### src/rtl/tsu_pkg.sv
// Shared definitions for the TSU timestamp queue path.
//   tsu_arb_state_e : queue-arbiter FSM states
//   SRC_RX / SRC_TX : record source tags carried on ts_src
//   TS_REC_W        : width of one timestamp record, shared with tsu
package tsu_pkg;

  typedef enum logic [1:0] {
    StIdle,
    StIssue,
    StWait,
    StHold
  } tsu_arb_state_e;

  localparam logic SRC_RX = 1'b0;
  localparam logic SRC_TX = 1'b1;

  localparam int unsigned TS_REC_W = 64;

endpackage

### src/rtl/tsu_queue_arb.sv
// Round-robin arbiter and read sequencer draining the RX and TX tsu timestamp queues into a
// single valid/ready record stream.
//
// Parameters:
//   RD_LAT : cycles from q_rd_en to valid q_rd_data on a tsu queue (legal 1..4)
//   CNT_W  : width of the per-source grant counters (wrap silently)
// Ports:
//   q_rd_clk                  : single clock, shared with both tsu queue read ports
//   rst                       : synchronous active-high reset
//   rx_q_rd_stat/tx_q_rd_stat : queue fill counts, non-zero means a record is available
//   rx_q_rd_data/tx_q_rd_data : queue read data
//   rx_q_rd_en/tx_q_rd_en     : single-cycle read strobes (registered)
//   ts_valid/ts_ready         : output handshake
//   ts_data/ts_src            : captured record and its source (0 = RX, 1 = TX)
//   rx_grant_cnt/tx_grant_cnt : number of reads issued per source
module tsu_queue_arb
  import tsu_pkg::*;
#(
  parameter int unsigned RD_LAT = 1,
  parameter int unsigned CNT_W  = 16
) (
  input  logic                q_rd_clk,
  input  logic                rst,
  input  logic [7:0]          rx_q_rd_stat,
  input  logic [TS_REC_W-1:0] rx_q_rd_data,
  output logic                rx_q_rd_en,
  input  logic [7:0]          tx_q_rd_stat,
  input  logic [TS_REC_W-1:0] tx_q_rd_data,
  output logic                tx_q_rd_en,
  output logic                ts_valid,
  input  logic                ts_ready,
  output logic [TS_REC_W-1:0] ts_data,
  output logic                ts_src,
  output logic [CNT_W-1:0]    rx_grant_cnt,
  output logic [CNT_W-1:0]    tx_grant_cnt
);

  // Latency counter start value; a 2-bit counter covers RD_LAT up to 4.
  localparam logic [1:0] LatInit = 2'(RD_LAT - 1);

  tsu_arb_state_e      state_q, state_d;
  logic                sel_q, sel_d;
  logic                last_src_q, last_src_d;
  logic [1:0]          lat_q, lat_d;
  logic                rx_rd_en_q, rx_rd_en_d;
  logic                tx_rd_en_q, tx_rd_en_d;
  logic                ts_valid_q, ts_valid_d;
  logic [TS_REC_W-1:0] ts_data_q, ts_data_d;
  logic                ts_src_q, ts_src_d;
  logic [CNT_W-1:0]    rx_cnt_q, rx_cnt_d;
  logic [CNT_W-1:0]    tx_cnt_q, tx_cnt_d;

  logic req_rx;
  logic req_tx;
  logic grant_src;

  assign req_rx = (rx_q_rd_stat != 8'd0);
  assign req_tx = (tx_q_rd_stat != 8'd0);

  // On a tie the source that was not served last wins; otherwise the lone requester.
  always_comb begin
    grant_src = SRC_RX;
    if (req_rx && req_tx) begin
      grant_src = ~last_src_q;
    end else if (req_tx) begin
      grant_src = SRC_TX;
    end
  end

  always_comb begin
    state_d    = state_q;
    sel_d      = sel_q;
    last_src_d = last_src_q;
    lat_d      = lat_q;
    rx_rd_en_d = 1'b0;
    tx_rd_en_d = 1'b0;
    ts_valid_d = ts_valid_q;
    ts_data_d  = ts_data_q;
    ts_src_d   = ts_src_q;
    rx_cnt_d   = rx_cnt_q;
    tx_cnt_d   = tx_cnt_q;

    unique case (state_q)
      StIdle: begin
        if (req_rx || req_tx) begin
          sel_d   = grant_src;
          state_d = StIssue;
          // Strobe is registered, so it is high exactly for the ISSUE cycle.
          rx_rd_en_d = (grant_src == SRC_RX);
          tx_rd_en_d = (grant_src == SRC_TX);
        end
      end

      StIssue: begin
        if (sel_q == SRC_TX) begin
          tx_cnt_d = tx_cnt_q + CNT_W'(1);
        end else begin
          rx_cnt_d = rx_cnt_q + CNT_W'(1);
        end
        lat_d   = LatInit;
        state_d = StWait;
      end

      StWait: begin
        if (lat_q == 2'd0) begin
          ts_data_d  = (sel_q == SRC_TX) ? tx_q_rd_data : rx_q_rd_data;
          ts_src_d   = sel_q;
          last_src_d = sel_q;
          ts_valid_d = 1'b1;
          state_d    = StHold;
        end else begin
          lat_d = lat_q - 2'd1;
        end
      end

      StHold: begin
        if (ts_ready) begin
          ts_valid_d = 1'b0;
          state_d    = StIdle;
        end
      end

      default: begin
        state_d = StIdle;
      end
    endcase
  end

  always_ff @(posedge q_rd_clk) begin
    if (rst) begin
      state_q    <= StIdle;
      sel_q      <= SRC_RX;
      last_src_q <= SRC_TX;  // RX wins the first tie after reset
      lat_q      <= 2'd0;
      rx_rd_en_q <= 1'b0;
      tx_rd_en_q <= 1'b0;
      ts_valid_q <= 1'b0;
      ts_data_q  <= '0;
      ts_src_q   <= SRC_RX;
      rx_cnt_q   <= '0;
      tx_cnt_q   <= '0;
    end else begin
      state_q    <= state_d;
      sel_q      <= sel_d;
      last_src_q <= last_src_d;
      lat_q      <= lat_d;
      rx_rd_en_q <= rx_rd_en_d;
      tx_rd_en_q <= tx_rd_en_d;
      ts_valid_q <= ts_valid_d;
      ts_data_q  <= ts_data_d;
      ts_src_q   <= ts_src_d;
      rx_cnt_q   <= rx_cnt_d;
      tx_cnt_q   <= tx_cnt_d;
    end
  end

  assign rx_q_rd_en   = rx_rd_en_q;
  assign tx_q_rd_en   = tx_rd_en_q;
  assign ts_valid     = ts_valid_q;
  assign ts_data      = ts_data_q;
  assign ts_src       = ts_src_q;
  assign rx_grant_cnt = rx_cnt_q;
  assign tx_grant_cnt = tx_cnt_q;

endmodule

### config.mk
export PLATFORM = sky130hd
export DESIGN_NAME = tsu_queue_arb
export DESIGN_NICKNAME = d
export VERILOG_FILES = /design/src/rtl/tsu_pkg.sv /design/src/rtl/tsu_queue_arb.sv
export SDC_FILE = /design/constraint.sdc
export NUM_CORES = 1
export LEC_CHECK = 0
export BUFFER_PORTS_ARGS = -buffer_cell sky130_fd_sc_hd__buf_2
export CAP_MARGIN = 20
export CORE_MARGIN = 1
export CORE_UTILIZATION = 45
export DETAILED_ROUTE_END_ITERATION = 6
export PLACE_DENSITY_LB_ADDON = 0.2
export SLEW_MARGIN = 25
export SYNTH_ARGS = -nofsm -noshare
export SYNTH_HDL_FRONTEND = slang
export SYNTH_SLANG_ARGS = --single-unit
### constraint.sdc
create_clock -name q_rd_clk -period 2.5 [get_ports q_rd_clk]
set_input_delay 0 -clock q_rd_clk [delete_from_list [all_inputs] [get_ports q_rd_clk]]
set_output_delay 0 -clock q_rd_clk [all_outputs]
set_load 0.01 [all_outputs]
==> summary by stage, run 1 <==
Clock tree
The insertion delay of the later-clocked pin in the worst-skew pair is 0.35 ns. The clock sink count is 106. In this run the deepest clock path goes through 2 buffers.

The number of buffers created by CTS is 9. The clock tree from TritonCTS is built. The clock-pin slew reported for the worst setup and hold paths after clock tree synthesis is 0.10 ns. The number of setup buffers added after CTS is 0.

The H-tree level count is 3. The library cell used as clock root buffer is clkbuf_8.

STA
The tightest hold path in the finished design has a slack of 0.0158 ns. The maximum clock frequency is 427 MHz. The final number of max-transition violations is 0. The worst pin sits at a relative slew slack of 51.1%.

Between clock sinks in the finished design, the worst skew comes to 0.0124 ns. For the finished layout, the period the worst path requires is 2.34 ns. Setup repair after global routing left no endpoint under its margin. The slew of the pin with the lowest slew margin is 0.733 ns.

The total negative slack is 0 ns. The portion of the clock cycle consumed by the worst path in the final layout is 93.7%. The number of endpoints with negative hold slack in the final report is 0.

The total setup violations reported at the end of the flow is 0. The post-layout worst setup margin is 0.158 ns.

Global route
The first global-routing pass estimated 24.0 mm of wire. Global routing finished with a remaining overflow of 0. The overall routing resource usage is 27.3%. Entering global routing, the biggest net connects 69 pins. The initial antenna violation count was 1. The via count of the first global-routing pass is 5115.

Worst hold path
The tightest min-delay check is of the in2reg type. The depth of the worst hold-timing path is 3.

Synthesis
Synthesis inferred 106 register bits. Sequential elements use 44.9% of the synthesized area. The cell area after technology mapping is 4720 um^2.

Yosys mapped the design onto 33 distinct sky130hd cell types. The dominant combinational cell family by area after synthesis is simple AND/OR/NAND/NOR gates. The compound-cell area share of the yosys netlist is 13.7%. Summing the areas of all fa, ha and maj instances in the mapped netlist gives 1.85% of the synthesized area.

The mean area per synthesized cell is 9.19 um^2. The most common cell in the netlist is dfxtp_1. The warning count from the yosys run is 0. The multiplexer share of the synthesized area is 14.3%. Sorting the synthesized cells by how often they occur yields dfxtp_1 (106), nor2_1 (95), a211oi_1 (66). After Yosys synthesis, XOR and XNOR cells account for 3.89% of the synthesized area.

The number of enable flip-flop cells after synthesis is 0. The dominant cell type by area after synthesis is dfxtp_1. The fraction of synthesized cell area taken by the top area cell type is 44.9%. Sorting the synthesized cells by area gives the leading types as dfxtp_1 (45%), mux2i_1 (14%), a211oi_1 (10%). In the synthesized netlist the dominant register cell turns out to be dfxtp_1. Of all flip-flops after synthesis, the portion carrying an async set or reset was 0%. The number of instances in the synthesized netlist is 514. The synthesized netlist devotes 17.3% of its cell area to simple gates. The net count after synthesis is 668.

Final layout
Summing all non-filler instances in the final layout gives an area of 7440 um^2. The final layout net count is 1013. The synthesis-to-finish area growth is 57.6%. The share of cells above drive strength 1 is 31.6%.

Detailed routing
The first routing iteration left 164 violations. The number of vias per cell is 5.24. Once detail routing completed, the nets flagged for antenna violations numbered 0. The first detailed-routing pass ran for 6 iterations. After detailed routing, the total wire length is 15.1 mm. The wire length per cell is 15.1 um. The final routed DRC violation total is 0.

Across all layers, the routed design uses 5235 vias.

Worst setup path
The kind of start point of the critical path is a primary input. The largest single stage delay on the critical path is 0.62 ns. The number of cells on the critical path is 8. The worst setup path is of the in2reg kind. Together, buffers and inverters on the worst path number 4. In this run the worst path has a maximum fanout of 3.

The worst setup path is captured at a flop. The cell with the biggest individual delay on the critical path is dlygate4sd3_1. In this design, the critical path's most frequently occurring cell is dlygate4sd3_1. The endpoint arrival time on the critical path is 2.63 ns. For flop-to-flop paths, the worst setup slack is 0.19 ns. Counting cells, the worst reg-to-reg path comes to 4. Walking the worst path, the cells encountered are dlygate4sd3_1 -> buf_2 -> nor4_2 -> dlygate4sd3_1 -> nand2_1 -> dlygate4sd3_1 -> a211oi_1 -> a31o_2. At the worst endpoint, the required time is 2.79 ns. The top cell family by delay on the critical path is buffers and inverters.

Die
The region available for standard cell placement spans 10200 um^2. During I/O placement, the number of pins put on the boundary was 247. The initial core utilization is 46.2%. The area of the die is 10900 um^2.

The floorplan has 37 rows. The overall die width is 104 um. From bottom edge to top edge, the die measures 104 um.

Placed design
Routability-driven placement finished with a final weighted congestion of 0.759. The worst setup slack after placement is 0.456 ns. The total half-perimeter wirelength after legalization and detailed placement is 9.13 mm. The number of buffers added on ports is 246. The placement-stage cell area is 6030 um^2.

Pwr
The clock network fraction of design power is 17.4%. The leakage power of the design is 0.00320 uW. The switching part of the total power is 37.2%. Per report_power, the combinational group accounts for 43.4% of the total.

In this run the power density over the cells is 845 nW/um^2. The switching power is 2340 uW. The sequential group share of total power is 39.2%. The cell internal power dissipation is 3950 uW.

IR analysis of the VDD net gives a maximum drop of 0.643 mV.

Run
The number of violations of the max-capacitance limit is 0.

Status
The flow ran to the end, and the final reports show no timing, DRC or antenna violations.
==> per-layer routing <==
| layer | GRT usage (%) | share of wire, % | vias to the layer above |
|---|---|---|---|
| li1 | - | - | 2534 |
| met1 | 30.4 | 40 | 2461 |
| met2 | 48.3 | 51 | 202 |
| met3 | 6.20 | 6.2 | 38 |
| met4 | 13.8 | 2.8 | 0 |
| met5 | 0 | 0 | - |
==> layout by cell type, fill, tap and decap left out, drive strengths merged, types with 8 or more instances in the layout <==
cell type	n
buf	252
dlygate4sd3	119
dfxtp	106
nor2	95
a211oi	66
mux2i	65
nand2	21
xnor2	13
a21oi	12
clkbuf	12
inv	9
nand4	9
nand3	9
o21ai	8
xor2	8
nor4	8
==> tightest hold or removal path: cells and delay by family <==
kind                   cells  cell delay (ns)
AOI/OAI and AO/OA          1             0.09
buffers and inverters      1             0.11
muxes                      1             0.13
==> kinds of logic after synthesis <==
logic type,after synthesis
AND/OR/NAND/NOR,175
flip-flops,106
AO/OA/AOI/OAI,92
multiplexers,67
buffers and inverters,46
XOR/XNOR,21
adder cells (fa/ha/maj),7
==> final cells by class <==
class                   count  area, um^2
repair buffers            371        2490
multi-input cells         362        2420
clock buffers              12         156
clock inverters             3        47.5
fillers                   719        2790
diodes                      1        2.50
inverters                   9        33.8
well taps                 136         170
flip-flops and latches    106        2130
==> through the flow <==
| stage | std cells | util [%] | power [uW] |
|---|---|---|---|
| 6_report | 1000 | 72.7 | 6280 |
| 5_1_grt | 1000 | 72.7 | 6640 |
| 4_1_cts | 998 | 72.5 | 6190 |
| 3_5_place_dp | 865 | 59.0 | 4820 |
| 3_3_place_gp | 865 | 59.0 | 4750 |
| 2_1_floorplan | 514 | - | 3980 |
==> power groups by stage <==
stage / sequential (uW) / combinational [uW] / clock (uW)
2_1_floorplan: 2650 / 1340 / 0
3_5_place_dp: 2470 / 2350 / 0
3_3_place_gp: 2450 / 2300 / 0
6_report: 2470 / 2730 / 1090
5_1_grt: 2520 / 2960 / 1170
4_1_cts: 2450 / 2630 / 1120
==> state kept, by name, indices dropped and copies added, names as in the netlist <==
register	flops
last_src_q	1
lat_q	2
rx_grant_cnt	16
rx_q_rd_en	1
sel_q	1
state_q	2
ts_data	64
ts_src	1
ts_valid	1
tx_grant_cnt	16
tx_q_rd_en	1
==> final timing paths <==
kind                     from           to
max           rx_q_rd_stat[6]        sel_q
min          tx_q_rd_data[50]  ts_data[50]
max reg2reg             sel_q  ts_data[47]
min reg2reg            ts_src       ts_src
==> repair_timing <==
action,4_1_cts,5_1_grt
setup endpoints to repair,0,45
hold endpoints to repair,62,1
resized for setup,0,2
hold buffers,118,1
(Power assumes the default switching activity.)
==> run 2: changes to the inputs <==
--- a/config.mk
+++ b/config.mk
@@ -8,7 +8,8 @@
 export BUFFER_PORTS_ARGS = -buffer_cell sky130_fd_sc_hd__buf_2
 export CAP_MARGIN = 20
 export CORE_MARGIN = 1
-export CORE_UTILIZATION = 45
+export CORE_UTILIZATION = 47
+export CTS_BUF_LIST = sky130_fd_sc_hd__clkbuf_4 sky130_fd_sc_hd__clkbuf_8
 export DETAILED_ROUTE_END_ITERATION = 6
 export PLACE_DENSITY_LB_ADDON = 0.2
 export SLEW_MARGIN = 25
==> summary by stage, run 2 (synthesis gave the netlist of run 1 again) <==
Pwr
The overall power consumption came to 6430 uW (was 6280 uW). The peak ir drop on the vdd network is 0.649 mV (was 0.643 mV). The portion of total power attributed to combinational logic is 43.3% (was 43.4%). The leakage power of the design came to 0.00312 uW (was 0.00320 uW). The sequential group share of total power was 38.2% (was 39.2%). The switching power is 2430 uW (was 2340 uW). The switching part of the total power is 37.8% (was 37.2%). The clock network fraction of design power is 18.5% (was 17.4%). The power density normalized to cell area is 887 nW/um^2 (was 845 nW/um^2).

The cell internal power dissipation is 4000 uW (was 3950 uW).

Status
Outcome: finished, final reports clean (unchanged).

Global route
The remaining global-route overflow is 0 (unchanged). The initial antenna violation count came to 1 (unchanged). The overall routing resource usage is 29.6% (was 27.3%). The via count of the first global-routing pass was 5051 (was 5115). The largest net degree at the start of global routing is 71 (was 69).

The first-pass GRT wire length is 23.8 mm (was 24.0 mm).

Placed design
The worst setup slack after placement is 0.465 ns (was 0.456 ns). The total half-perimeter wirelength after legalization and detailed placement is 9.32 mm (was 9.13 mm). The number of buffers added on ports is 246 (unchanged). The routability congestion estimate from global placement was 0.796 (was 0.759).

Final layout
The core utilization of the finished layout came to 74.2% (was 72.7%). The number of flip-flops in the largest register came to 64 (unchanged). The leading cell type in the layout, fill and taps excluded was buf_2 (unchanged). The final layout net count came to 994 (was 1013).

Most frequent cells in the layout: buf_2 (245), dfxtp_1 (105), dlygate4sd3_1 (97) (was buf_2 (245), dlygate4sd3_1 (119), dfxtp_1 (105)). The synthesis-to-finish area growth was 53.5% (was 57.6%). The share of cells above drive strength 1 is 32.8% (was 31.6%).

Clock tree
The number of buffers added to fix hold violations after cts is 94 (was 118). The clock sink count was 106 (unchanged). The number of cells upsized or downsized after cts is 0 (unchanged). The maximum root-to-sink buffer count is 2 (unchanged). The clock tree from TritonCTS is built (unchanged). The number of buffers created by CTS came to 9 (unchanged). The library cell used as clock root buffer is clkbuf_8 (unchanged).

The insertion delay of the later-clocked pin in the worst-skew pair came to 0.36 ns (was 0.35 ns). The clock-pin slew reported for the worst setup and hold paths after clock tree synthesis came to 0.11 ns (was 0.10 ns). The H-tree level count is 3 (unchanged). The number of post-CTS setup repair buffers is 0 (unchanged).

Die
The overall die width is 102 um (was 104 um). The vertical die dimension is 102 um (was 104 um). The standard-cell row count came to 36 (was 37). The area of the core is 9770 um^2 (was 10200 um^2). The area of the die is 10500 um^2 (was 10900 um^2). The initial core utilization came to 48.3% (was 46.2%). The I/O pin count came to 247 (unchanged).

Worst setup path
The endpoint arrival time on the critical path is 2.49 ns (was 2.63 ns). The kind of capture point of the worst setup path is a flop (unchanged). The startpoint of the most critical setup path is sel_q (was rx_q_rd_stat[6]). The critical path start-end classification is reg2reg (was in2reg). The worst-path maximum fanout came to 45 (was 3).

The startpoint of the worst-slack reg-to-reg timing path is sel_q (unchanged). The kind of start point of the critical path is a flop (was primary input). The required time of the critical path was 2.74 ns (was 2.79 ns).

Detailed routing
The number of detailed-route iterations in the first pass came to 4 (was 6). The total number of vias is 5257 (was 5235). The wire length per cell is 16.3 um (was 15.1 um).

The count of routing violations after the opening detailed-route iteration came to 170 (was 164). The final routed DRC violation total is 0 (unchanged). The number of vias per cell came to 5.38 (was 5.24). The remaining antenna violation count after routing is 0 (unchanged). The overall routed net length is 15.9 mm (was 15.1 mm).

Worst hold path
The hold path startpoint is rx_q_rd_data[17] (was tx_q_rd_data[50]). The class of the most critical hold timing path is in2reg (unchanged).

STA
The worst relative slew slack is 49.9% (was 51.1%). The final critical delay including setup and external delays is 2.25 ns (was 2.34 ns). The total setup violations reported at the end of the flow is 0 (unchanged). The worst-case hold slack is 0.00343 ns (was 0.0158 ns). The post-layout worst setup margin was 0.253 ns (was 0.158 ns). The final number of max-transition violations is 0 (unchanged). The portion of the clock cycle consumed by the worst path in the final layout is 89.9% (was 93.7%). RSZ-0062 raised after global routing: false (unchanged). The post-route clock skew was 0.0133 ns (was 0.0124 ns). The total negative slack was 0 ns (unchanged). The slew of the pin with the lowest slew margin is 0.751 ns (was 0.733 ns).

The maximum clock frequency is 445 MHz (was 427 MHz). The number of endpoints with negative hold slack in the final report is 0 (unchanged).

Run
The number of violations of the max-capacitance limit is 0 (unchanged).
[run 2: worst max-delay path, stage by stage, from the launching register on]
cell and delay (ns):
dfxtp_4 0.38, buf_4 0.56, mux2i_1 0.17, dlygate4sd3_1 0.60, a211oi_1 0.37
[run 2: routing by layer]
metal	wire length [um]	track usage, %	vias up
met2	8300	53.1	227
met1	5940	31.5	2463
li1	-	-	2506
met4	750	16.7	0
met5	0	0	-
met3	951	7.59	61
[run 2: layout make-up]
class                      instances  area [um^2]
fill                             680         2530
antenna                            1         2.50
multi-input combinational        362         2410
tap                              133          166
clock buffer                      11          145
inverter                           9         33.8
clock inverter                     4         76.3
timing repair buffer             352         2280
sequential                       106         2130
[run 2: worst paths after layout]
check | end | slack (ns) | depth (start not counted)
worst max-delay path | ts_data[54] | 0.25 | 4
worst min-delay path | ts_data[17] | 0.003 | 3
worst max register to register | ts_data[54] | 0.25 | 4
worst min register to register | ts_src | 0.45 | 2
[run 2: through the flow]
stage | std cells | area (um^2)
final | 978 | 7250
after global routing | 978 | 7250
after CTS | 974 | 7220
after detailed placement | 865 | 6050
after global placement | 865 | 6050
after floorplan | 514 | 4720
[run 2: power groups by stage]
stage	combinational, uW	sequential, uW	clock [uW]
finish	2780	2450	1190
global route	3000	2500	1260
CTS	2650	2420	1200
detailed placement	2420	2450	0
global placement	2340	2430	0
floorplan	1340	2650	0
==> run 3: changes to the inputs <==
--- a/config.mk
+++ b/config.mk
@@ -12,6 +12,7 @@
 export CTS_BUF_LIST = sky130_fd_sc_hd__clkbuf_4 sky130_fd_sc_hd__clkbuf_8
 export DETAILED_ROUTE_END_ITERATION = 6
 export PLACE_DENSITY_LB_ADDON = 0.2
+export RECOVER_POWER = 25
 export SLEW_MARGIN = 25
 export SYNTH_ARGS = -nofsm -noshare
 export SYNTH_HDL_FRONTEND = slang
==> summary by stage, run 3 (synthesis gave the netlist of run 1 again) <==
Die
The area of the core was 9770 um^2 (unchanged). The I/O pin count is 247 (unchanged). The area of the die is 10500 um^2 (unchanged).

The vertical die dimension is 102 um (unchanged). The overall die width is 102 um (unchanged). The initial core utilization is 48.3% (unchanged). The standard-cell row count is 36 (unchanged).

STA
The post-route clock skew is 0.0119 ns (was 0.0133 ns). The portion of the clock cycle consumed by the worst path in the final layout is 90.1% (was 89.9%). The final critical delay including setup and external delays was 2.25 ns (about the same). The worst-case hold slack is 0.00974 ns (was 0.00343 ns). The total setup violations reported at the end of the flow is 0 (unchanged). The total negative slack is 0 ns (unchanged). The worst relative slew slack is 49.9% (about the same). The final number of max-transition violations is 0 (unchanged). The slew of the pin with the lowest slew margin came to 0.752 ns (was 0.751 ns). The maximum clock frequency is 444 MHz (was 445 MHz).

The number of endpoints with negative hold slack in the final report is 0 (unchanged). RSZ-0062 raised after global routing: false (unchanged).

Final layout
The final layout net count is 994 (unchanged). The leading cell type in the layout, fill and taps excluded was buf_2 (unchanged). The sequential cell area in the final layout is 2130 um^2 (unchanged).

The filler cell count is 708 (was 680). The area of the multi-input gates was 2410 um^2 (unchanged). The share of cells above drive strength 1 was 26.8% (was 32.8%).

The number of flip-flops in the largest register is 64 (unchanged). Most frequent cells in the layout: buf_2 (194), dfxtp_1 (105), dlygate4sd3_1 (97) (was buf_2 (245), dfxtp_1 (105), dlygate4sd3_1 (97)). The synthesis-to-finish area growth is 52.1% (was 53.5%). The design area is 7180 um^2 (was 7250 um^2). The final non-filler cell total was 978 (unchanged).

Global route
The first-pass GRT wire length is 23.8 mm (unchanged). The remaining global-route overflow is 0 (unchanged). The largest net degree at the start of global routing is 71 (unchanged). The overall routing resource usage is 29.6% (unchanged). The initial antenna violation count came to 1 (unchanged). The via count of the first global-routing pass is 5051 (unchanged).

Detailed routing
The number of detailed-route iterations in the first pass was 4 (unchanged). The count of routing violations after the opening detailed-route iteration is 187 (was 170). The total number of vias was 5245 (was 5257). The overall routed net length is 16.0 mm (was 15.9 mm). The remaining antenna violation count after routing is 0 (unchanged). The number of vias per cell is 5.36 (was 5.38). The final routed DRC violation total is 0 (unchanged).

The wire length per cell is 16.3 um (about the same).

Worst hold path
The class of the most critical hold timing path is in2reg (unchanged).

Pwr
The switching part of the total power was 38.3% (was 37.8%). The power density normalized to cell area is 883 nW/um^2 (was 887 nW/um^2). The cell internal power dissipation is 3920 uW (was 4000 uW). The switching power is 2430 uW (about the same). The leakage power of the design was 0.00293 uW (was 0.00312 uW). The clock network fraction of design power is 18.6% (was 18.5%). The overall power consumption is 6350 uW (was 6430 uW). The peak ir drop on the vdd network was 0.622 mV (was 0.649 mV).

The sequential group share of total power is 38.8% (was 38.2%). The portion of total power attributed to combinational logic is 42.6% (was 43.3%).

Clock tree
The clock-pin slew reported for the worst setup and hold paths after clock tree synthesis was 0.11 ns (about the same). The H-tree level count is 3 (unchanged). The insertion delay of the later-clocked pin in the worst-skew pair is 0.36 ns (about the same). The clock tree from TritonCTS is built (unchanged). The library cell used as clock root buffer is clkbuf_8 (unchanged). The clock sink count is 106 (unchanged).

The number of post-CTS setup repair buffers is 0 (unchanged). The maximum root-to-sink buffer count is 2 (unchanged). The number of buffers created by CTS is 9 (unchanged).

Worst setup path
The minimum setup slack among reg-to-reg paths is 0.25 ns (about the same). The critical path start-end classification is reg2reg (unchanged). The kind of capture point of the worst setup path is a flop (unchanged). The kind of start point of the critical path is a flop (unchanged).

The endpoint arrival time on the critical path is 2.50 ns (was 2.49 ns). The worst-path maximum fanout is 45 (unchanged). The required time of the critical path is 2.75 ns (was 2.74 ns).

Run
The number of violations of the max-capacitance limit is 0 (unchanged).

Placed design
The routability congestion estimate from global placement is 0.796 (unchanged). The number of buffers added on ports was 246 (unchanged). The total half-perimeter wirelength after legalization and detailed placement is 9.32 mm (unchanged). The number of instances in the placed design is 865 (unchanged). The placement-stage cell area came to 6050 um^2 (unchanged).

Status
Outcome: finished, final reports clean (unchanged).
[run 3: cell count changes in the layout (fill, tap and decap cells not counted), sizes merged]
| cell | before | now |
|---|---|---|
| buf | 255 | 204 |
| clkbuf | 11 | 62 |
[run 3: layout make-up]
class | count | share of cell area, %
diodes | 1 | 0.0348
clock buffers | 11 | 2.02
clock inverters | 4 | 1.06
inverters | 9 | 0.470
multi-input cells | 362 | 33.6
flip-flops and latches | 106 | 29.6
well taps | 133 | 2.32
repair buffers | 352 | 30.9
[run 3: metrics by stage]
| step | utilization [%] | setup slack [ns] |
|---|---|---|
| final | 73.5 | 0.247 |
| after floorplan | - | 0.521 |
| after global routing | 73.5 | 0.142 |
| after global placement | 61.9 | 0.524 |
| after CTS | 73.8 | 0.421 |
| after detailed placement | 61.9 | 0.465 |
[run 3: worst paths after layout]
path                    startpoint     endpoint  cells past startpoint
setup / recovery             sel_q  ts_data[44]                      4
hold / removal    rx_q_rd_data[62]  ts_data[62]                      3
setup reg to reg             sel_q  ts_data[44]                      4
hold reg to reg             ts_src       ts_src                      2
[run 3: metal layers]
layer,up-vias,global-route usage (%),share of wire [%]
li1,2499,-,-
met1,2452,31.5,37
met2,231,53.1,52
met3,63,7.59,6.1
met4,0,16.7,5.3
met5,-,0,0
[run 3: power groups by stage]
stage	logic (uW)	clock network [uW]	registers (uW)
global route	2920	1260	2510
CTS	2650	1200	2420
global placement	2340	0	2430
floorplan	1340	0	2650
finish	2700	1180	2460
detailed placement	2420	0	2450
[run 3: worst max-delay path, cell delays in order (launching register included)]
cell           delay (ns)
dfxtp_4              0.38
buf_4                0.57
mux2i_1              0.18
dlygate4sd3_1        0.61
a211oi_1             0.36
[run 3: what timing repair did]
item / 4_1_cts / 5_1_grt
endpoints found under the hold margin: 49 / 2
gates resized for setup: 0 / 0
hold buffers: 94 / 3
